$ cat src/rtl/noc_router_p.sv
// noc_router_p: five-port single-flit NoC router with per-input FIFOs, XY routing and round-robin output arbiters.
// Port index order everywhere: N=0, S=1, E=2, W=3, L=4.
module noc_router_p #(
  parameter int DATA_W  = 16,
  parameter int DEPTH   = 4,
  parameter int COORD_W = 3,
  parameter int X_ID    = 0,
  parameter int Y_ID    = 0
) (
  input  logic              clk,
  input  logic              rst,
  input  logic [DATA_W-1:0] n_i,
  input  logic              n_vld_i,
  output logic              n_rdy_o,
  output logic [DATA_W-1:0] n_o,
  output logic              n_vld_o,
  input  logic              n_rdy_i,
  input  logic [DATA_W-1:0] s_i,
  input  logic              s_vld_i,
  output logic              s_rdy_o,
  output logic [DATA_W-1:0] s_o,
  output logic              s_vld_o,
  input  logic              s_rdy_i,
  input  logic [DATA_W-1:0] e_i,
  input  logic              e_vld_i,
  output logic              e_rdy_o,
  output logic [DATA_W-1:0] e_o,
  output logic              e_vld_o,
  input  logic              e_rdy_i,
  input  logic [DATA_W-1:0] w_i,
  input  logic              w_vld_i,
  output logic              w_rdy_o,
  output logic [DATA_W-1:0] w_o,
  output logic              w_vld_o,
  input  logic              w_rdy_i,
  input  logic [DATA_W-1:0] l_i,
  input  logic              l_vld_i,
  output logic              l_rdy_o,
  output logic [DATA_W-1:0] l_o,
  output logic              l_vld_o,
  input  logic              l_rdy_i
);
  localparam int AW = $clog2(DEPTH);
  localparam int CW = AW + 1;
  localparam logic [COORD_W-1:0] XC = COORD_W'(X_ID);
  localparam logic [COORD_W-1:0] YC = COORD_W'(Y_ID);

  logic [DATA_W-1:0] din [5];
  logic [4:0]        vld_i, rdy_i, rdy_o, push, pop, free, gv;
  logic [DATA_W-1:0] mem_q [5][DEPTH];
  logic [AW-1:0]     rd_q [5], wr_q [5];
  logic [CW-1:0]     cnt_q [5];
  logic [DATA_W-1:0] out_q [5];
  logic [4:0]        ovld_q;
  logic [2:0]        ptr_q [5];
  logic [DATA_W-1:0] head [5];
  logic [2:0]        route [5], gi [5];
  logic [4:0]        req [5];

  function automatic logic [2:0] route_of(input logic [DATA_W-1:0] f);
    logic [COORD_W-1:0] dx, dy;
    dx = f[DATA_W-1 -: COORD_W];
    dy = f[DATA_W-1-COORD_W -: COORD_W];
    return dx > XC ? 3'd2 : dx < XC ? 3'd3 : dy > YC ? 3'd0 : dy < YC ? 3'd1 : 3'd4;
  endfunction

  // Returns {found, index}; scanning downward lets the requester nearest ptr win.
  function automatic logic [3:0] rr_pick(input logic [4:0] r, input logic [2:0] ptr);
    logic [3:0] res, s;
    res = '0;
    for (int k = 4; k >= 0; k--) begin
      s   = {1'b0, ptr} + 4'(k);
      s   = s >= 4'd5 ? s - 4'd5 : s;
      res = r[s[2:0]] ? {1'b1, s[2:0]} : res;
    end
    return res;
  endfunction

  assign din[0] = n_i;
  assign din[1] = s_i;
  assign din[2] = e_i;
  assign din[3] = w_i;
  assign din[4] = l_i;
  assign vld_i = {l_vld_i, w_vld_i, e_vld_i, s_vld_i, n_vld_i};
  assign rdy_i = {l_rdy_i, w_rdy_i, e_rdy_i, s_rdy_i, n_rdy_i};
  assign {l_rdy_o, w_rdy_o, e_rdy_o, s_rdy_o, n_rdy_o} = rdy_o;
  assign {l_vld_o, w_vld_o, e_vld_o, s_vld_o, n_vld_o} = ovld_q;
  assign n_o = out_q[0];
  assign s_o = out_q[1];
  assign e_o = out_q[2];
  assign w_o = out_q[3];
  assign l_o = out_q[4];

  for (genvar g = 0; g < 5; g++) begin : g_port
    assign rdy_o[g] = cnt_q[g] != CW'(DEPTH);
    assign push[g]  = vld_i[g] && rdy_o[g];
    assign head[g]  = mem_q[g][rd_q[g]];
    assign route[g] = route_of(head[g]);
    assign free[g]  = !ovld_q[g] || rdy_i[g];
    assign {gv[g], gi[g]} = free[g] ? rr_pick(req[g], ptr_q[g]) : 4'd0;
  end

  always_comb begin
    pop = '0;
    for (int o = 0; o < 5; o++) begin
      req[o] = '0;
      for (int i = 0; i < 5; i++) begin
        req[o][i] = (cnt_q[i] != '0) && (route[i] == 3'(o));
        pop[i]    = pop[i] | (gv[o] && gi[o] == 3'(i));
      end
    end
  end

  always_ff @(posedge clk)
    for (int i = 0; i < 5; i++)
      if (push[i]) mem_q[i][wr_q[i]] <= din[i];

  always_ff @(posedge clk or posedge rst)
    if (rst) begin
      ovld_q <= '0;
      for (int i = 0; i < 5; i++) begin
        rd_q[i]  <= '0;
        wr_q[i]  <= '0;
        cnt_q[i] <= '0;
        out_q[i] <= '0;
        ptr_q[i] <= '0;
      end
    end else begin
      for (int i = 0; i < 5; i++) begin
        wr_q[i]   <= wr_q[i] + AW'(push[i]);
        rd_q[i]   <= rd_q[i] + AW'(pop[i]);
        cnt_q[i]  <= cnt_q[i] + CW'(push[i]) - CW'(pop[i]);
        ovld_q[i] <= gv[i] | (ovld_q[i] & ~rdy_i[i]);
        out_q[i]  <= gv[i] ? head[gi[i]] : out_q[i];
        ptr_q[i]  <= gv[i] ? (gi[i] == 3'd4 ? 3'd0 : gi[i] + 3'd1) : ptr_q[i];
      end
    end
endmodule

$ cat config.mk
export PLATFORM = sky130hd
export DESIGN_NAME = noc_router_p
export DESIGN_NICKNAME = d
export VERILOG_FILES = /design/src/rtl/noc_router_p.sv
export SDC_FILE = /design/constraint.sdc
export NUM_CORES = 1
export LEC_CHECK = 0
export ABC_AREA = 1
export BUFFER_PORTS_ARGS = -buffer_cell sky130_fd_sc_hd__buf_4
export CORE_MARGIN = 2
export CORE_UTILIZATION = 35
export CTS_CLUSTER_DIAMETER = 50
export DETAILED_ROUTE_END_ITERATION = 16
export PLACE_DENSITY_LB_ADDON = 0.3
export SLEW_MARGIN = 5
export SYNTH_ARGS = -nofsm -noshare
export SYNTH_HDL_FRONTEND = slang
export SYNTH_SLANG_ARGS = --single-unit
$ cat constraint.sdc
create_clock -name clk -period 12.8 [get_ports clk]
set_input_delay 1.28 -clock clk [delete_from_list [all_inputs] [get_ports clk]]
set_output_delay 1.28 -clock clk [all_outputs]
set_load 0.1 [all_outputs]
* Word level (Yosys, flattened, before mapping)
Memories as Yosys holds them, arrays and structs flattened.
Cells that the tools add are included.
** Cells by class
- Equal/unequal tests :: 45
- Bitwise logic cells :: 50
- Reductions and logical operators :: 85
- Multiplexer cells :: 180
- Magnitude comparators :: 90
- Add/sub/neg operators :: 70
** Operator list (count)
- two-way mux 16 bit :: 25
- two-way mux 64 bit :: 5
- binary-select mux 16 bit (select 3 bit) :: 5
- binary-select mux 16 bit (select 2 bit) :: 5
- demux 16 bit (select 2 bit) :: 5
- two-way mux 3 bit :: 50
- two-way mux 4 bit :: 30
- < comparator 3 x 4 -> 1 bit (second input constant) :: 25
- greater-or-equal comparator 4 x 3 -> 1 bit (second input constant) :: 20
- binary-select mux 1 bit (select 3 bit) :: 25
- subtractor 3 bit (second input constant) :: 25
- equality test 3 x 2 -> 1 bit (second input constant) :: 20
- logical AND 1 bit :: 60
- greater-or-equal comparator 3 bit (second input constant) :: 15
- < comparator 3 x 1 -> 1 bit (second input constant) :: 15
- adder 3 x 2 -> 4 bit (second input constant) :: 10
- equality test 3 x 1 -> 1 bit (second input constant) :: 10
- equality test 3 bit (second input constant) :: 10
- greater-than comparator 3 x 1 -> 1 bit (second input constant) :: 10
- logical NOT 3 bit :: 10
- two-way mux 1 bit :: 30
- NOT 2 -> 3 bit :: 10
- OR 1 bit :: 25
- adder 2 x 1 -> 2 bit :: 10
- other kinds (13) :: 65
** Word-level totals
- RAM bits :: 320
- Memories kept :: 1
- Output and inout bits :: 90
- Input port bits :: 92
- Logic and storage cells :: 547
- Register bits after elaboration :: 135
** Memory list
- mem_q :: depth 5, bits a word 64, read ports 5, clocked after Yosys merged registers in 0, write ports 5, line 50 : logic [DATA_W-1:0] mem_q [5][DEPTH];

* Depth between registers and ports, before layout
- Depth in word-level cells :: 26
- Depth in mapped cells :: 32
- Depth with buffers taken out :: 30

* Worst setup path before layout
Ideal clock, no wire load.
- Path kind :: reg-to-reg
- Start :: register ptr_q[12] in the netlist's numbering
- End :: register cnt_q[5] in the netlist's numbering
- Arrival :: 4234 ps
- Data required time :: 12671 ps
- Setup time :: 129 ps
- Setup slack :: 8437 ps
- Clock period less this slack :: 4363 ps
- Buffers on the path :: 2
- Stages on the path, launching flop included :: 31
- Path through :: dfrtp_1 buf_6 inv_1 ha_1 inv_1 fa_1 a21oi_1 or2_2 nand2_1 inv_1 nor2_1 nand3_1 o21ai_1 inv_1 nand3_1 nand2_1 nand3_2 nand2_4 nand2_8 nand2_4 buf_6 inv_1 ha_1 ha_1 nand2_1 nand3_1 ha_1 inv_1 ha_1 fa_1 xor2_1
** On the way
- Longest elaborated chain between the ends :: 18
- Elaborated cells on any way between the ends :: 42
- Classes of those cells :: add/sub: 10; order compare: 5; eq/ne: 1; mux: 21; bitwise: 4; reduce/logical: 1
** RTL lines
- start, declared :: line 55 : logic [2:0] ptr_q [5];
- start signal, assigned by index :: line 135 : ptr_q[i] <= gv[i] ? (gi[i] == 3'd4 ? 3'd0 : gi[i] + 3'd1) : ptr_q[i];
- adder 3 x 3 -> 4 bit :: line 72 : s = {1'b0, ptr} + 4'(k);
- greater-or-equal comparator 4 x 3 -> 1 bit or subtractor 3 bit (tied branches) :: line 73 : s = s >= 4'd5 ? s - 4'd5 : s;
- two-way mux 3 bit :: line 73
- binary-select mux 1 bit (select 3 bit) :: line 74 : res = r[s[2:0]] ? {1'b1, s[2:0]} : res;
- two-way mux 1 bit (implied by the code) :: line 74
- two-way mux 4 bit (4 in series) :: line 74
- two-way mux 4 bit (*) :: line 74
- two-way mux 4 bit (*) :: line 100 : assign {gv[g], gi[g]} = free[g] ? rr_pick(req[g], ptr_q[g]) : 4'd0;
- equality test 3 x 2 -> 1 bit :: line 109 : pop[i] = pop[i] | (gv[o] && gi[o] == 3'(i));
- logical AND 1 bit (*) :: line 109
- OR 1 bit (*) (4 in series) :: line 109
- subtractor 3 x 1 -> 3 bit (*) :: line 132 : cnt_q[i] <= cnt_q[i] + CW'(push[i]) - CW'(pop[i]);
- end signal, assigned by index :: line 132
- end, declared :: line 52 : logic [CW-1:0] cnt_q [5];
Mark *: on every way between the ends. The rest lies on a longest branch, timed or not. The select of a mux whose other input is x is not followed.
A chain may end at the register's enable or synchronous reset.

* Final worst setup path
- Start :: register ptr_q[6] in the netlist's numbering
- End :: register cnt_q[2] in the netlist's numbering
** On the way
- Longest elaborated chain between the ends :: 17
- Elaborated cells on any way between the ends :: 41
- Classes of those cells :: add/sub: 10; order compare: 5; eq/ne: 1; mux: 21; bitwise: 3; reduce/logical: 1
** RTL lines (line)
- adder 3 x 3 -> 4 bit :: 72
- greater-or-equal comparator 4 x 3 -> 1 bit or subtractor 3 bit (tied branches) :: 73
- two-way mux 3 bit :: 73
- binary-select mux 1 bit (select 3 bit) :: 74
- two-way mux 1 bit (implied by the code) :: 74
- two-way mux 4 bit (4 in series) :: 74
- two-way mux 4 bit (*) :: 74
- two-way mux 4 bit (*) :: 100
- equality test 3 bit :: 109
- logical AND 1 bit (*) :: 109
- OR 1 bit (*) (3 in series) :: 109
- subtractor 3 x 1 -> 3 bit (*) :: 132
Marks and branches as above.

==> results.txt <==
----------------------------------------------------
[Run status]
  Outcome ... complete, no violations

[Timing]
  Sum of negative setup slack ... 0 ps
  Total count of hold-check failures in the final report ... 0
  Final count of negative-setup-slack endpoints ... 0
  RSZ-0062 raised after global routing ... false
  Setup clock skew after layout ... 25.9 ps
  Highest attainable clock frequency ... ~170 MHz
  Portion of the clock cycle consumed by the worst path in the final layout ... 0.454
  Slew @ Worst Pin ... 966 ps
  Remaining max-slew budget at the tightest pin ... 0.354
  Post-layout min period ... 5820 ps
  Slew Limit Fails ... 0

[Clocking]
  CTS H-tree depth ... 2
  Setup repair bufs after CTS ... 0
  Clock transition at the registers of the reported paths ... 60 ps
  Root buffer cell ... clkbuf_16
  Number of buffers created by CTS ... 53
  Cells resized by post-CTS repair ... 0
  Skew-Pair Late Insertion Delay ... around 610 ps
  # hold bufs at CTS ... 0
  CTS Buffer Depth ... 3
  CTS tree ... done
  Total number of clock tree sinks ... ~420

[Drt]
  Iteration-0 DRC Markers ... roughly 1600
  Number of detailed-route iterations in the first pass ... 6
  DR DRC count ... 0
  Routed wire length ... roughly 60000 um
  Detail Route Antenna Nets ... 0
  DR WL met3 ... ~3100 um
  Vias/cell ... a little over 5
  Top routing layer in use ... met4
  Detail-routed net length per standard cell ... about 19 um
  Metal1 wirelength ... between 20000 and 30000 um
  Vias after detailed routing ... roughly 16000
  DR WL met2 ... about 29000 um

[Critical path]
  Critical Path RT ... 13280 ps
  Endpoint class of the critical path ... flip-flop
  Worst setup path class ... flip-flop to flip-flop
  Endpoint arrival time on the critical path ... 6300 ps
  Reg-to-reg setup timing slack ... 6980 ps
  Maximum fanout count along the critical path ... 36
  Critical Path Source Type ... flip-flop

[Synth]
  Top post-synthesis cells by count ... nand2_1 (654), edfxtp_1 (320), nand3_1 (281)
  Most used DFF post-synth ... edfxtp_1
  Cell type contributing the most total cell area after synthesis ... edfxtp_1
  Mean post-synth cell area ... around 9.5 um^2
  Fraction of registers with async set or reset after synthesis ... 0.233
  Most repeated cell in the gate-level netlist after synthesis ... nand2_1
  Cell variety after synth ... 47
  Area fraction of the dominant cell type after synthesis ... 0.448
  Number of enable-type register cells in the synthesized netlist ... between 300 and 400
  Top cells by area, synth ... edfxtp_1 (45%), nand2_1 (11%), dfrtp_1 (11%)
  Post-Synthesis Cells ... ~2300
  Netlist Area Pre-Place ... between 20000 and 25000 um^2
  Synthesized flop and latch total ... ~420
  Sequential cell area fraction in the yosys report ... 0.561
  Number of warnings reported in the yosys synthesis log ... 0

[Min path]
  Type of the most critical hold path ... flip-flop to flip-flop

[Cells and area]
  Area taken by multi-input logic gates ... about 8000 um^2
  Fill count ... 5820
  Fraction of layout instances using a drive strength above 1 ... 0.152
  Count of antenna diodes in the layout ... 0
  Area Overhead vs Synth ... 16.1%
  Register cell area after layout ... 12000 um^2
  Count of nets after finishing ... about 2500

[Global routing]
  Grt total ovfl ... 0
  Global-route wire length before repair ... 93500 um
  Combined global-route utilization of all metal layers ... 0.192
  Antenna violations before repair ... 0
  Via count of the first global-routing pass ... 15600
  Maximum number of pins on one net before global-route repair ... 56

[Place]
  Port Buf Inserts ... approximately 150
  Final estimated routing congestion in global placement ... between 0.9 and 1
  Post-DP HPWL ... between 40000 and 50000 um

[Floorplan]
  I/O pin count ... ~180
  Chip Width ... approximately 250 um
  Total die area ... between 60000 and 70000 um^2
  Die span in y ... about 250 um
  Row Count ... 90
  Placeable Area ... ~60000 um^2
  Starting density of the core ... 0.355

[Job]
  Max-capacitance violation count ... 0

----------------------------------------------------
[logic make-up (layout without fill, tap and decap cells)]
kind of cell	count (synthesis)	count (layout)	share of synthesized area
and+or+nand+nor	1151	1151	0.234
DFF	417	417	0.561
buffers and inverters	340	480	0.0753
AOI/OAI and AO/OA	242	242	0.0720
adders and majority gates	67	67	0.0419
xor gates and xnor gates	38	38	0.0155
other	1	32	0.000175
[placed cells by master (no fill, tap or decap), types with 7 or more instances in the layout]
cell type | Yosys | final
a21oi_1 | 87 | 87
a21oi_2 | 13 | 13
a32o_1 | 40 | 40
buf_4 | 41 | 170
clkbuf_16 | 0 | 53
clkinv_1 | 2 | 9
conb_1 | 1 | 32
dfrtp_1 | 97 | 97
edfxtp_1 | 320 | 320
fa_1 | 8 | 8
ha_1 | 59 | 59
inv_1 | 186 | 185
inv_2 | 24 | 24
inv_8 | 0 | 8
nand2_1 | 654 | 654
nand2_2 | 23 | 23
nand3_1 | 281 | 281
nand3_2 | 9 | 9
nand3b_1 | 9 | 9
nand4_1 | 22 | 22
nor2_1 | 105 | 105
nor3_1 | 27 | 7
nor3_2 | 1 | 11
nor3_4 | 0 | 10
o21ai_0 | 57 | 57
o21ai_1 | 12 | 12
o22ai_1 | 16 | 16
xnor2_1 | 8 | 8
xor2_1 | 30 | 30
[final cells by class]
type	count	area share
timing repair buffer	170	0.0513
sequential	417	0.484
clock inverter	36	0.0139
clock buffer	61	0.0553
inverter	213	0.0324
multi-input combinational	1530	0.324
tap	782	0.0393
[flip-flops by register name, summed over array words and instances (netlist names)]
register / count
mem_q: 320
e_o: 16
l_o: 16
n_o: 16
cnt_q: 15
rd_q: 10
wr_q: 10
ptr_q: 9
ovld_q: 5
[per-layer routing]
layer / GRT usage / vias to the layer above
met5: 0 / -
met4: 0.0692 / 0
met3: 0.0243 / 104
met2: 0.315 / 524
met1: 0.262 / 7989
li1: - / 7819
[stage by stage]
step	hold WS [ps]	utilization	setup WS, ps	cells	area, um^2
global route	507	0.412	6630	3209	24900
global placement	472	0.383	7140	3112	23200
CTS	491	0.412	7070	3209	24900
floorplan	480	-	8440	2287	21600
finish	486	0.412	6980	3209	24900
detailed placement	480	0.383	7050	3112	23200
[critical path, stage by stage, from the launching register on]
cell and delay, ps:
dfrtp_1 640, inv_1 240, ha_1 280, ha_1 180, o21ai_1 150, xor2_1 400, inv_1 130, o211ai_1 280
nand3_1 120, nor2_1 130, nor2_1 50, nand2_1 50, nand2_1 80, nand2_2 570, nand2_4 470, ha_1 400
inv_1 70, nor2_1 80, nand3b_1 290, ha_1 310, inv_1 40, ha_1 180, fa_1 370, xor2_1 170
[path summary, 6_finish.rpt]
path	end	start	cells after the start
max in group asynchronous	cnt_q[10]	rst	3
min in group asynchronous	ovld_q[3]	rst	2
min	ovld_q[3]	ovld_q[3]	2
min reg2reg	ovld_q[3]	ovld_q[3]	2
max	cnt_q[2]	ptr_q[6]	23
max reg2reg	cnt_q[2]	ptr_q[6]	23
Power is left out: the tool's default activity adds up to more than one toggle a clock period on the data nets, which glitch-free logic cannot reach.
